### config.mk
export PLATFORM = sky130hd
export DESIGN_NAME = fetch_unit_flat
export DESIGN_NICKNAME = d
export VERILOG_FILES = /design/src/rtl/fetch_unit_if.sv /design/src/rtl/fetch_unit.sv /design/src/flat_wrapper.sv
export SDC_FILE = /design/constraint.sdc
export NUM_CORES = 1
export LEC_CHECK = 0
export BUFFER_PORTS_ARGS = -buffer_cell sky130_fd_sc_hd__buf_4
export CAP_MARGIN = 20
export CORE_MARGIN = 1.5
export CORE_UTILIZATION = 51
export DETAILED_ROUTE_END_ITERATION = 7
export GPL_TIMING_DRIVEN = 0
export PLACE_DENSITY_LB_ADDON = 0.3
export SLEW_MARGIN = 20
export SYNTH_ARGS = -nofsm -noshare
export SYNTH_HDL_FRONTEND = slang
export SYNTH_SLANG_ARGS = --single-unit
### constraint.sdc
create_clock -name clk -period 4.1 [get_ports clk]
set_clock_uncertainty 0.05 [all_clocks]
set_input_delay 0.41 -clock clk [delete_from_list [all_inputs] [get_ports clk]]
set_output_delay 0.41 -clock clk [all_outputs]
set_load 0.005 [all_outputs]
### src/rtl/fetch_unit_if.sv
// rtl/fetch_unit_if.sv - instruction memory request/response bus
//
// Purpose: groups the fetch unit's instruction-memory read handshake.
// Signals:
//   imem_req     request valid (fetch unit -> memory)
//   imem_addr    request address (fetch unit -> memory)
//   imem_gnt     memory accepts the request this cycle
//   imem_rvalid  read data valid, in request order, one per cycle max
//   imem_rdata   read data
// Modports: master = fetch unit side, slave = memory side.
interface fetch_unit_if #(
  parameter int XLEN = 32
);
  logic            imem_req;
  logic [XLEN-1:0] imem_addr;
  logic            imem_gnt;
  logic            imem_rvalid;
  logic [XLEN-1:0] imem_rdata;

  modport master (
    output imem_req,
    output imem_addr,
    input  imem_gnt,
    input  imem_rvalid,
    input  imem_rdata
  );

  modport slave (
    input  imem_req,
    input  imem_addr,
    output imem_gnt,
    output imem_rvalid,
    output imem_rdata
  );
endinterface

### src/rtl/fetch_unit.sv
// rtl/fetch_unit.sv - instruction fetch stage with in-order fetch queue
//
// Purpose: accepts fetch addresses from the pc stage, issues reads to
// instruction memory, and queues returned words with their PC for the
// decoder. A flush discards queued and in-flight fetches.
// Optional feature macro: FETCH_MISALIGN_EN (misaligned fetch addresses
// produce a nop entry flagged with inst_err instead of a memory read).
// Ports:
//   clk, rst            clock, synchronous active-high reset
//   fetch_pc/_vld/_rdy  address from pc stage; rdy = address accepted
//   imem                instruction memory bus (fetch_unit_if.master)
//   flush               discard all queued and in-flight fetches
//   inst_vld/_rdy       head-of-queue handshake to decoder
//   inst_out, inst_pc   instruction word and its PC at queue head
//   inst_err            head entry is a misaligned-fetch marker
module fetch_unit #(
  parameter int XLEN  = 32,
  parameter int DEPTH = 2
) (
  input  logic            clk,
  input  logic            rst,
  input  logic [XLEN-1:0] fetch_pc,
  input  logic            fetch_pc_vld,
  output logic            fetch_pc_rdy,
  fetch_unit_if.master    imem,
  input  logic            flush,
  output logic            inst_vld,
  output logic [XLEN-1:0] inst_out,
  output logic [XLEN-1:0] inst_pc,
  output logic            inst_err,
  input  logic            inst_rdy
);
  localparam int OUT_W = $clog2(DEPTH) + 1;
  localparam int PTR_W = $clog2(DEPTH);
  localparam logic [XLEN-1:0] NOP = XLEN'(32'h0000_0013);

  typedef enum logic {RUN, DRAIN} state_t;

  state_t state;

  logic [XLEN-1:0]  q_data  [DEPTH];
  logic [XLEN-1:0]  q_pc    [DEPTH];
  logic             q_err   [DEPTH];
  logic [XLEN-1:0]  af_addr [DEPTH];

  logic [PTR_W-1:0] head, tail, af_wr, af_rd;
  logic [OUT_W-1:0] count, outstanding, drop;

  logic [OUT_W:0]   inflight;
  logic             credit, misaligned, mem_accept, mis_accept;
  logic             rsp, push, pop, bypass;
  logic [XLEN-1:0]  push_data, push_pc;
  logic             push_err;
  logic [OUT_W-1:0] count_after_pop, count_next, drop_next;
  logic [PTR_W-1:0] head_next;

  // Credit covers queued entries plus every outstanding read, stale ones
  // included, so a returning word always has a free queue slot.
  assign inflight = {1'b0, count} + {1'b0, outstanding};
  assign credit   = inflight < (OUT_W + 1)'(DEPTH);

`ifdef FETCH_MISALIGN_EN
  assign misaligned = (fetch_pc[1:0] != 2'b00);
  // The marker entry bypasses memory, so it may only enter once every
  // earlier read has returned, otherwise it would overtake them.
  assign mis_accept = fetch_pc_vld & credit & ~flush & ~rst & misaligned &
                      (outstanding == '0);
`else
  assign misaligned = 1'b0;
  assign mis_accept = 1'b0;
`endif

  assign imem.imem_req  = fetch_pc_vld & credit & ~flush & ~rst & ~misaligned;
  assign imem.imem_addr = fetch_pc;
  assign mem_accept     = imem.imem_req & imem.imem_gnt;
  assign fetch_pc_rdy   = mem_accept | mis_accept;

  assign rsp  = imem.imem_rvalid;
  assign pop  = inst_vld & inst_rdy;
  assign push = (rsp & (state == RUN) & ~flush) | mis_accept;

  assign push_data = mis_accept ? NOP : imem.imem_rdata;
  assign push_pc   = mis_accept ? fetch_pc : af_addr[af_rd];
  assign push_err  = mis_accept;

  always_comb begin
    count_after_pop = count - OUT_W'(pop);
    count_next      = count_after_pop + OUT_W'(push);
    head_next       = head + PTR_W'(pop);
    // Pushed entry becomes the head straight away when nothing else remains.
    bypass          = push & (count_after_pop == '0);
    drop_next       = drop;
    if (flush) begin
      drop_next = outstanding - OUT_W'(rsp);
    end else if (rsp && (drop != '0)) begin
      drop_next = drop - OUT_W'(1);
    end
  end

  always_ff @(posedge clk) begin
    if (rst) begin
      state       <= RUN;
      count       <= '0;
      outstanding <= '0;
      drop        <= '0;
      head        <= '0;
      tail        <= '0;
      af_wr       <= '0;
      af_rd       <= '0;
      inst_vld    <= 1'b0;
      inst_out    <= '0;
      inst_pc     <= '0;
      inst_err    <= 1'b0;
    end else begin
      outstanding <= outstanding + OUT_W'(mem_accept) - OUT_W'(rsp);
      if (mem_accept) af_wr <= af_wr + PTR_W'(1);
      if (rsp)        af_rd <= af_rd + PTR_W'(1);
      drop <= drop_next;

      case (state)
        RUN:     if (drop_next != '0) state <= DRAIN;
        DRAIN:   if (drop_next == '0) state <= RUN;
        default: state <= RUN;
      endcase

      if (flush) begin
        count    <= '0;
        head     <= '0;
        tail     <= '0;
        inst_vld <= 1'b0;
        inst_err <= 1'b0;
      end else begin
        count    <= count_next;
        head     <= head_next;
        if (push) tail <= tail + PTR_W'(1);
        inst_vld <= (count_next != '0);
        if (count_next != '0) begin
          inst_out <= bypass ? push_data : q_data[head_next];
          inst_pc  <= bypass ? push_pc   : q_pc[head_next];
          inst_err <= bypass ? push_err  : q_err[head_next];
        end else begin
          inst_err <= 1'b0;
        end
      end
    end
  end

  always_ff @(posedge clk) begin
    if (push) begin
      q_data[tail] <= push_data;
      q_pc[tail]   <= push_pc;
      q_err[tail]  <= push_err;
    end
    if (mem_accept) af_addr[af_wr] <= fetch_pc;
  end

  always_ff @(posedge clk) begin
    if (!rst) begin
      assert (!(rsp && (outstanding == '0)));
      assert (!(push && (count == OUT_W'(DEPTH))));
    end
  end
endmodule

### src/flat_wrapper.sv
// flat-port wrapper written by rule: the top's interface ports become plain ports
module fetch_unit_flat 
#(
  parameter int XLEN  = 32,
  parameter int DEPTH = 2
)
  (clk, rst, fetch_pc, fetch_pc_vld, fetch_pc_rdy, flush, inst_vld, inst_out, inst_pc, inst_err, inst_rdy, imem_imem_req, imem_imem_addr, imem_imem_gnt, imem_imem_rvalid, imem_imem_rdata);
  fetch_unit_if #(.XLEN(XLEN)) imem_i ();
  input  logic clk;
  input  logic rst;
  input  logic [XLEN-1:0] fetch_pc;
  input  logic fetch_pc_vld;
  output logic fetch_pc_rdy;
  input  logic flush;
  output logic inst_vld;
  output logic [XLEN-1:0] inst_out;
  output logic [XLEN-1:0] inst_pc;
  output logic inst_err;
  input  logic inst_rdy;
  output wire logic [$bits(imem_i.imem_req)-1:0] imem_imem_req;
  output wire logic [$bits(imem_i.imem_addr)-1:0] imem_imem_addr;
  input wire logic [$bits(imem_i.imem_gnt)-1:0] imem_imem_gnt;
  input wire logic [$bits(imem_i.imem_rvalid)-1:0] imem_imem_rvalid;
  input wire logic [$bits(imem_i.imem_rdata)-1:0] imem_imem_rdata;
  assign imem_imem_req = imem_i.imem_req;
  assign imem_imem_addr = imem_i.imem_addr;
  assign imem_i.imem_gnt = imem_imem_gnt;
  assign imem_i.imem_rvalid = imem_imem_rvalid;
  assign imem_i.imem_rdata = imem_imem_rdata;
  fetch_unit #(.XLEN(XLEN), .DEPTH(DEPTH)) u_core (.clk(clk), .rst(rst), .fetch_pc(fetch_pc), .fetch_pc_vld(fetch_pc_vld), .fetch_pc_rdy(fetch_pc_rdy), .imem(imem_i), .flush(flush), .inst_vld(inst_vld), .inst_out(inst_out), .inst_pc(inst_pc), .inst_err(inst_err), .inst_rdy(inst_rdy));
endmodule
After elaboration in Yosys (flattened, before gate mapping)
Memories as Yosys holds them, arrays and structs flattened. A register that Yosys moved wholly into a read port is not among the register bits.
Index checks and enable logic that the tools add are counted.
{"block": "totals", "out_inout_bits": 100, "ff_bits": 77, "in_bits": 71, "mem_count": 3, "ram_bits": 192, "wordCells": 61}
{"memory": "u_core.af_addr", "words": 2, "width": 32, "rd": 1, "rd_clocked_by_memory_dff": 1, "write_ports": 1, "line_no": "fetch_unit.sv:44", "text": "logic [XLEN-1:0] af_addr [DEPTH];"}
{"memory": "u_core.q_data", "words": 2, "width": 32, "rd": 1, "rd_clocked_by_memory_dff": 0, "write_ports": 1, "line_no": "fetch_unit.sv:41", "text": "logic [XLEN-1:0] q_data [DEPTH];"}
{"memory": "u_core.q_pc", "words": 2, "width": 32, "rd": 1, "rd_clocked_by_memory_dff": 0, "write_ports": 1, "line_no": "fetch_unit.sv:42", "text": "logic [XLEN-1:0] q_pc [DEPTH];"}
{"block": "classes", "muxes": 13, "n_bitwise": 12, "magnitude_cmp": 1, "n_reduce_logical": 9, "n_addsub": 11}
{"cell": "32-bit two-way mux", "count": 2}
{"cell": "1-bit bitwise AND", "count": 8}
{"cell": "1-bit two-way mux", "count": 8}
{"cell": "2-bit nonzero test", "count": 3}
{"cell": "2-bit by 1-bit subtractor with 2-bit output", "count": 3}
{"cell": "2-bit by 1-bit adder with 2-bit output", "count": 2}
{"cell": "2-bit logical NOT", "count": 2}
{"cell": "2-bit two-way mux", "count": 2}
{"cell": "1-bit NOT", "count": 4}
{"cell": "4-bit OR reduction", "count": 1}
{"cell": "1-bit adder, second input constant", "count": 3}
{"cell": "2-bit by 2-bit adder with 3-bit output", "count": 1}
{"cell": "3-bit by 2-bit less-than comparator with 1-bit output, second input constant", "count": 1}
{"cell": "1-bit case mux with 2 select lines", "count": 1}
{"cell": "2-bit AND reduction", "count": 1}
{"cell": "2-bit OR reduction", "count": 1}
{"cell": "2-bit by 1-bit subtractor with 2-bit output, second input constant", "count": 1}
{"cell": "1-bit adder", "count": 1}
{"cell": "1-bit logical AND", "count": 1}

Depth between registers and ports, before layout
{"block": "logic_depth", "word_depth": 8, "depth_mapped": 10, "mapped_depth_nobuf": 10}

Worst setup path after synthesis
OpenSTA, ideal clock, no wires.
{"block": "synth_timing", "kind": "input-to-reg", "start": "input port flush", "end": "memory u_core.q_data[0][0] (enable)", "required_ns": 3.556, "n_path_buf": 0, "setup_ns": 0.494, "stages": 2, "arrival_time_ns": 3.553, "setup_slack_ns": 0.004, "cell_sequence": "nor3b_4 -> nor2b_1"}
{"block": "synth_between", "elab_chain_cells": 4}
{"item": "start: declaration", "line_no": "flat_wrapper.sv:14", "text": "input logic flush;"}
{"item": "1-bit NOT", "line_no": "fetch_unit.sv:80", "text": "assign push = (rsp & (state == RUN) & ~flush) | mis_accept;"}
{"item": "1-bit bitwise AND", "line_no": "fetch_unit.sv:80"}
{"item": "1-bit two-way mux"}
{"item": "1-bit two-way mux (implied by the code)", "line_no": "fetch_unit.sv:150", "text": "q_data[tail] <= push_data;"}
{"item": "end: declaration", "line_no": "fetch_unit.sv:41"}
Every way passes these cells.

Worst setup path in the final report
{"block": "layout_timing", "start": "register u_core.outstanding[0]", "end": "output port fetch_pc_rdy"}
{"block": "layout_between", "elab_chain_cells": 6}
{"item": "start: declaration", "line_no": "fetch_unit.sv:47", "text": "logic [OUT_W-1:0] count, outstanding, drop;"}
{"item": "start signal: assignment", "line_no": "fetch_unit.sv:115", "text": "outstanding <= outstanding + OUT_W'(mem_accept) - OUT_W'(rsp);"}
{"item": "2-bit by 2-bit adder with 3-bit output", "line_no": "fetch_unit.sv:59", "text": "assign inflight = {1'b0, count} + {1'b0, outstanding};"}
{"item": "3-bit by 2-bit less-than comparator with 1-bit output", "line_no": "fetch_unit.sv:60", "text": "assign credit = inflight < (OUT_W + 1)'(DEPTH);"}
{"item": "1-bit bitwise AND (3 in a row)", "line_no": "fetch_unit.sv:73", "text": "assign imem.imem_req = fetch_pc_vld & credit & ~flush & ~rst & ~misaligned;"}
{"item": "1-bit bitwise AND", "line_no": "fetch_unit.sv:75", "text": "assign mem_accept = imem.imem_req & imem.imem_gnt;"}
{"item": "end: declaration", "line_no": "flat_wrapper.sv:13", "text": "output logic fetch_pc_rdy;"}
Every way passes these cells.

==> flow_summary.yaml <==
synth:
  synth_cells: 746
  ys_top_cells_by_area: "edfxtp_1, dfxtp_1, mux2_2, mux2i_1, o32ai_1"
  synth.most_common_cell: "edfxtp_1"
  synth-seq-area-share_pct: 69.14
  netlist-cell-type-count: 41
  yosys_warnings: 0
  syn-num-nets: 824
  synth_edf_count: 192
  syn_area_um2: 10570
  synthArstFlopShare_pct: 0
  avgSynthCellArea_um2: 14.17
  synth.largest_area_cell: "edfxtp_1"
  synth_top_area_share_pct: 54.55
  ys_ff_latch: 269
  synthFlopType: "edfxtp_1"
  ys_top_cells_by_count: "edfxtp_1, dfxtp_1, nor2_1"
hold_path:
  min_path_type: "in2reg"
  min_from: "fetch_pc[16]"
global_route:
  grt_use_total_pct: 22.18
  overflow: 0
  gr-usage-met2_pct: 37.50
  grt_pass1_wl_um: 37450
  grt_util_met3_pct: 3.882
  grt.busiest_layer: "met2"
  grt_pass1_vias: 6905
  use_met1_pct: 30.11
  grt_max_degree: 48
  grt_antenna_before_repair: 0
timing:
  hold_viol_final: 0
  report.final.setup_viol: 0
  holdWs_ns: 0.02063
  rsz0062_at_grt: "false"
  setup_tns_ns: 0
  worstMarginPinSlew_ns: 0.6681
  min_period_over_period_pct: 65.40
  clock.fmax_mhz: 373.0
  min_period_ns: 2.681
  relSlewSlack_pct: 55.46
  maxSlewViolCount: 0
layout:
  fin_nets: 1031
  antennaDiodeCount: 0
  final_core_util_pct: 65.90
  final_cells: 1245
  final_cell_area_um2: 13380
  area_delta_synth_final_pct: 26.58
  drive_gt1_share_pct: 33.03
critical_path:
  max_stage_delay_ns: 0.43
  critPathKind: "reg2out"
  critPathArrivalTime_ns: 2.22
  cp.required_ns: 3.64
  cpMaxStageDelayCell: "fa_1"
  startpoint: "u_core.outstanding[0]$_SDFF_PP0_"
  cp-end-kind: "primary output"
  cp_max_fo: 5
  crit_buf_inv: 3
  rrSetupSlack_ns: 1.45
  r2r_start: "u_core.outstanding[0]$_SDFF_PP0_"
  cp_cell_sequence: "inv_1, nor2_1, fa_1, nor2_1, nand4_1, inv_1, buf_4"
  cpLargestDelayFamily: "simple AND/OR/NAND/NOR gates"
  cp-start-kind: "flop"
power_and_ir_drop:
  power_frac_seq_pct: 47.7
  clkPwrFrac_pct: 41.2
  p_leak_uw: 0.005183
  intPower_uw: 5067
  p_per_area_nw_per_um2: 487.2
  comb_power_share_pct: 11.1
  p_switching_uw: 1450
  irDropWorstVdd_v: 0.0002834
  switching_share_pct: 22.25
routing:
  drt_iter0_drc: 515
  drc: 0
  via_count: 6925
  first_pass_iters: 5
  wire_per_inst_um: 19.44
  final_antenna_net_count: 0
  wl_um: 24210
  viasPerCell: 5.562
placed_design:
  placed_cells_incl_taps: 1191
  finalWeightedCongestion: 0.7715
  placed_area_um2: 12370
  hpwl_um: 15940
  portBuffers: 169
clock_tree:
  clkTransAtPathRegs_ns: 0.06
  cts_buffer_depth: 3
  cts_resized: 0
  clk_latency_ns: 0.53
  htree_levels: 1
  root_buffer: "clkbuf_16"
  cts.sink_count: 269
  numCtsBuffers: 28
  cts_tree: "done"
  hold_buffers: 0
  post_cts_buffers: 0
floorplan:
  die_h_um: 147.0
  core_um2: 20300
  start_util_pct: 52.06
  io_pins: 171
  dieWidth_um: 147.0
  rows: 52
  dieArea_um2: 21600
flow_run:
  drv_cap: 0
outcome:
  run_status: "finished, final reports clean"
[power by group through the flow]
stage | Sequential (uW) | Combinational [uW] | Clock [uW]
floorplan | 3160 | 374 | 0
global placement | 3170 | 682 | 0
detailed placement | 3160 | 721 | 0
CTS | 3110 | 727 | 2720
global route | 3120 | 783 | 2840
finish | 3110 | 726 | 2680
[metrics by stage]
stage | worst slack [ns] | power, uW
2_1_floorplan | 0.003517 | 3531
3_3_place_gp | -1.993 | 3850
3_5_place_dp | 1.426 | 3884
4_1_cts | 1.394 | 6557
5_1_grt | 1.241 | 6736
6_report | 1.419 | 6518
[routing by layer]
layer  up-vias  routed length, um
li1       3236                  -
met1      3387              10100
met2       271              11980
met3        31               1778
met4         0                354
met5         -                  0
[cell type report]
type / instances / area, um2
multi-input cells: 376 / 2710
well taps: 270 / 337.8
flip-flops and latches: 269 / 7307
clock inverters: 13 / 188.9
fillers: 1500 / 6922
clock buffers: 39 / 803.3
repair buffers: 177 / 1454
inverters: 11 / 41.29
plain buffers: 90 / 535.5
[cell usage in the layout, fill, tap and decap left out, types with 4 or more instances in the layout]
cell         n
nor2_1      42
a311oi_1    29
buf_2       19
a211oi_1    37
xnor2_1      7
buf_16       6
inv_1       11
nand2_1     37
edfxtp_1   192
dfxtp_1     77
o32ai_1     33
mux2_2      32
clkbuf_16   29
clkbuf_8     4
buf_4      205
clkinv_2     4
nor3_1      33
buf_6        5
ha_1         6
clkbuf_1    34
o21ai_0     23
bufinv_16    5
and3_1      37
o21ai_1      6
mux2i_1     29
[flip-flops by register name (all words and copies together) (netlist names), 2 cells and up, named ones only]
name                count
u_core.af_addr         64
u_core.q_data          64
u_core.q_pc            64
u_core.inst_out        32
u_core.inst_pc         32
u_core.count            2
u_core.drop             2
u_core.outstanding      2
[worst register-to-register path: stages, from the launching register on]
cell     delay, ns
dfxtp_1       0.34
inv_1         0.06
nor2_1        0.13
fa_1          0.43
nor2_1        0.15
nand4_1       0.34
nor2_4        0.61
buf_16        0.23
[cell families after synthesis]
| family | share of synthesized area (%) |
|---|---|
| AO/OA/AOI/OAI | 9.862 |
| XOR/XNOR | 0.8761 |
| adder cells (fa/ha/maj) | 0.8997 |
| buffers and inverters | 5.457 |
| flip-flops | 69.14 |
| multiplexers | 6.156 |
| other | 0.03548 |
| AND/OR/NAND/NOR | 7.577 |
[path summary, 6_finish.rpt]
path,to,cells after the start
worst min register to register,u_core.inst_pc[3]$_SDFFE_PP0P_,2
worst min-delay path,u_core.af_addr[1][16]$_DFFE_PP_,1
worst max-delay path,fetch_pc_rdy,7
worst max register to register,u_core.af_addr[1][4]$_DFFE_PP_,7
(Power assumes the default switching activity.)
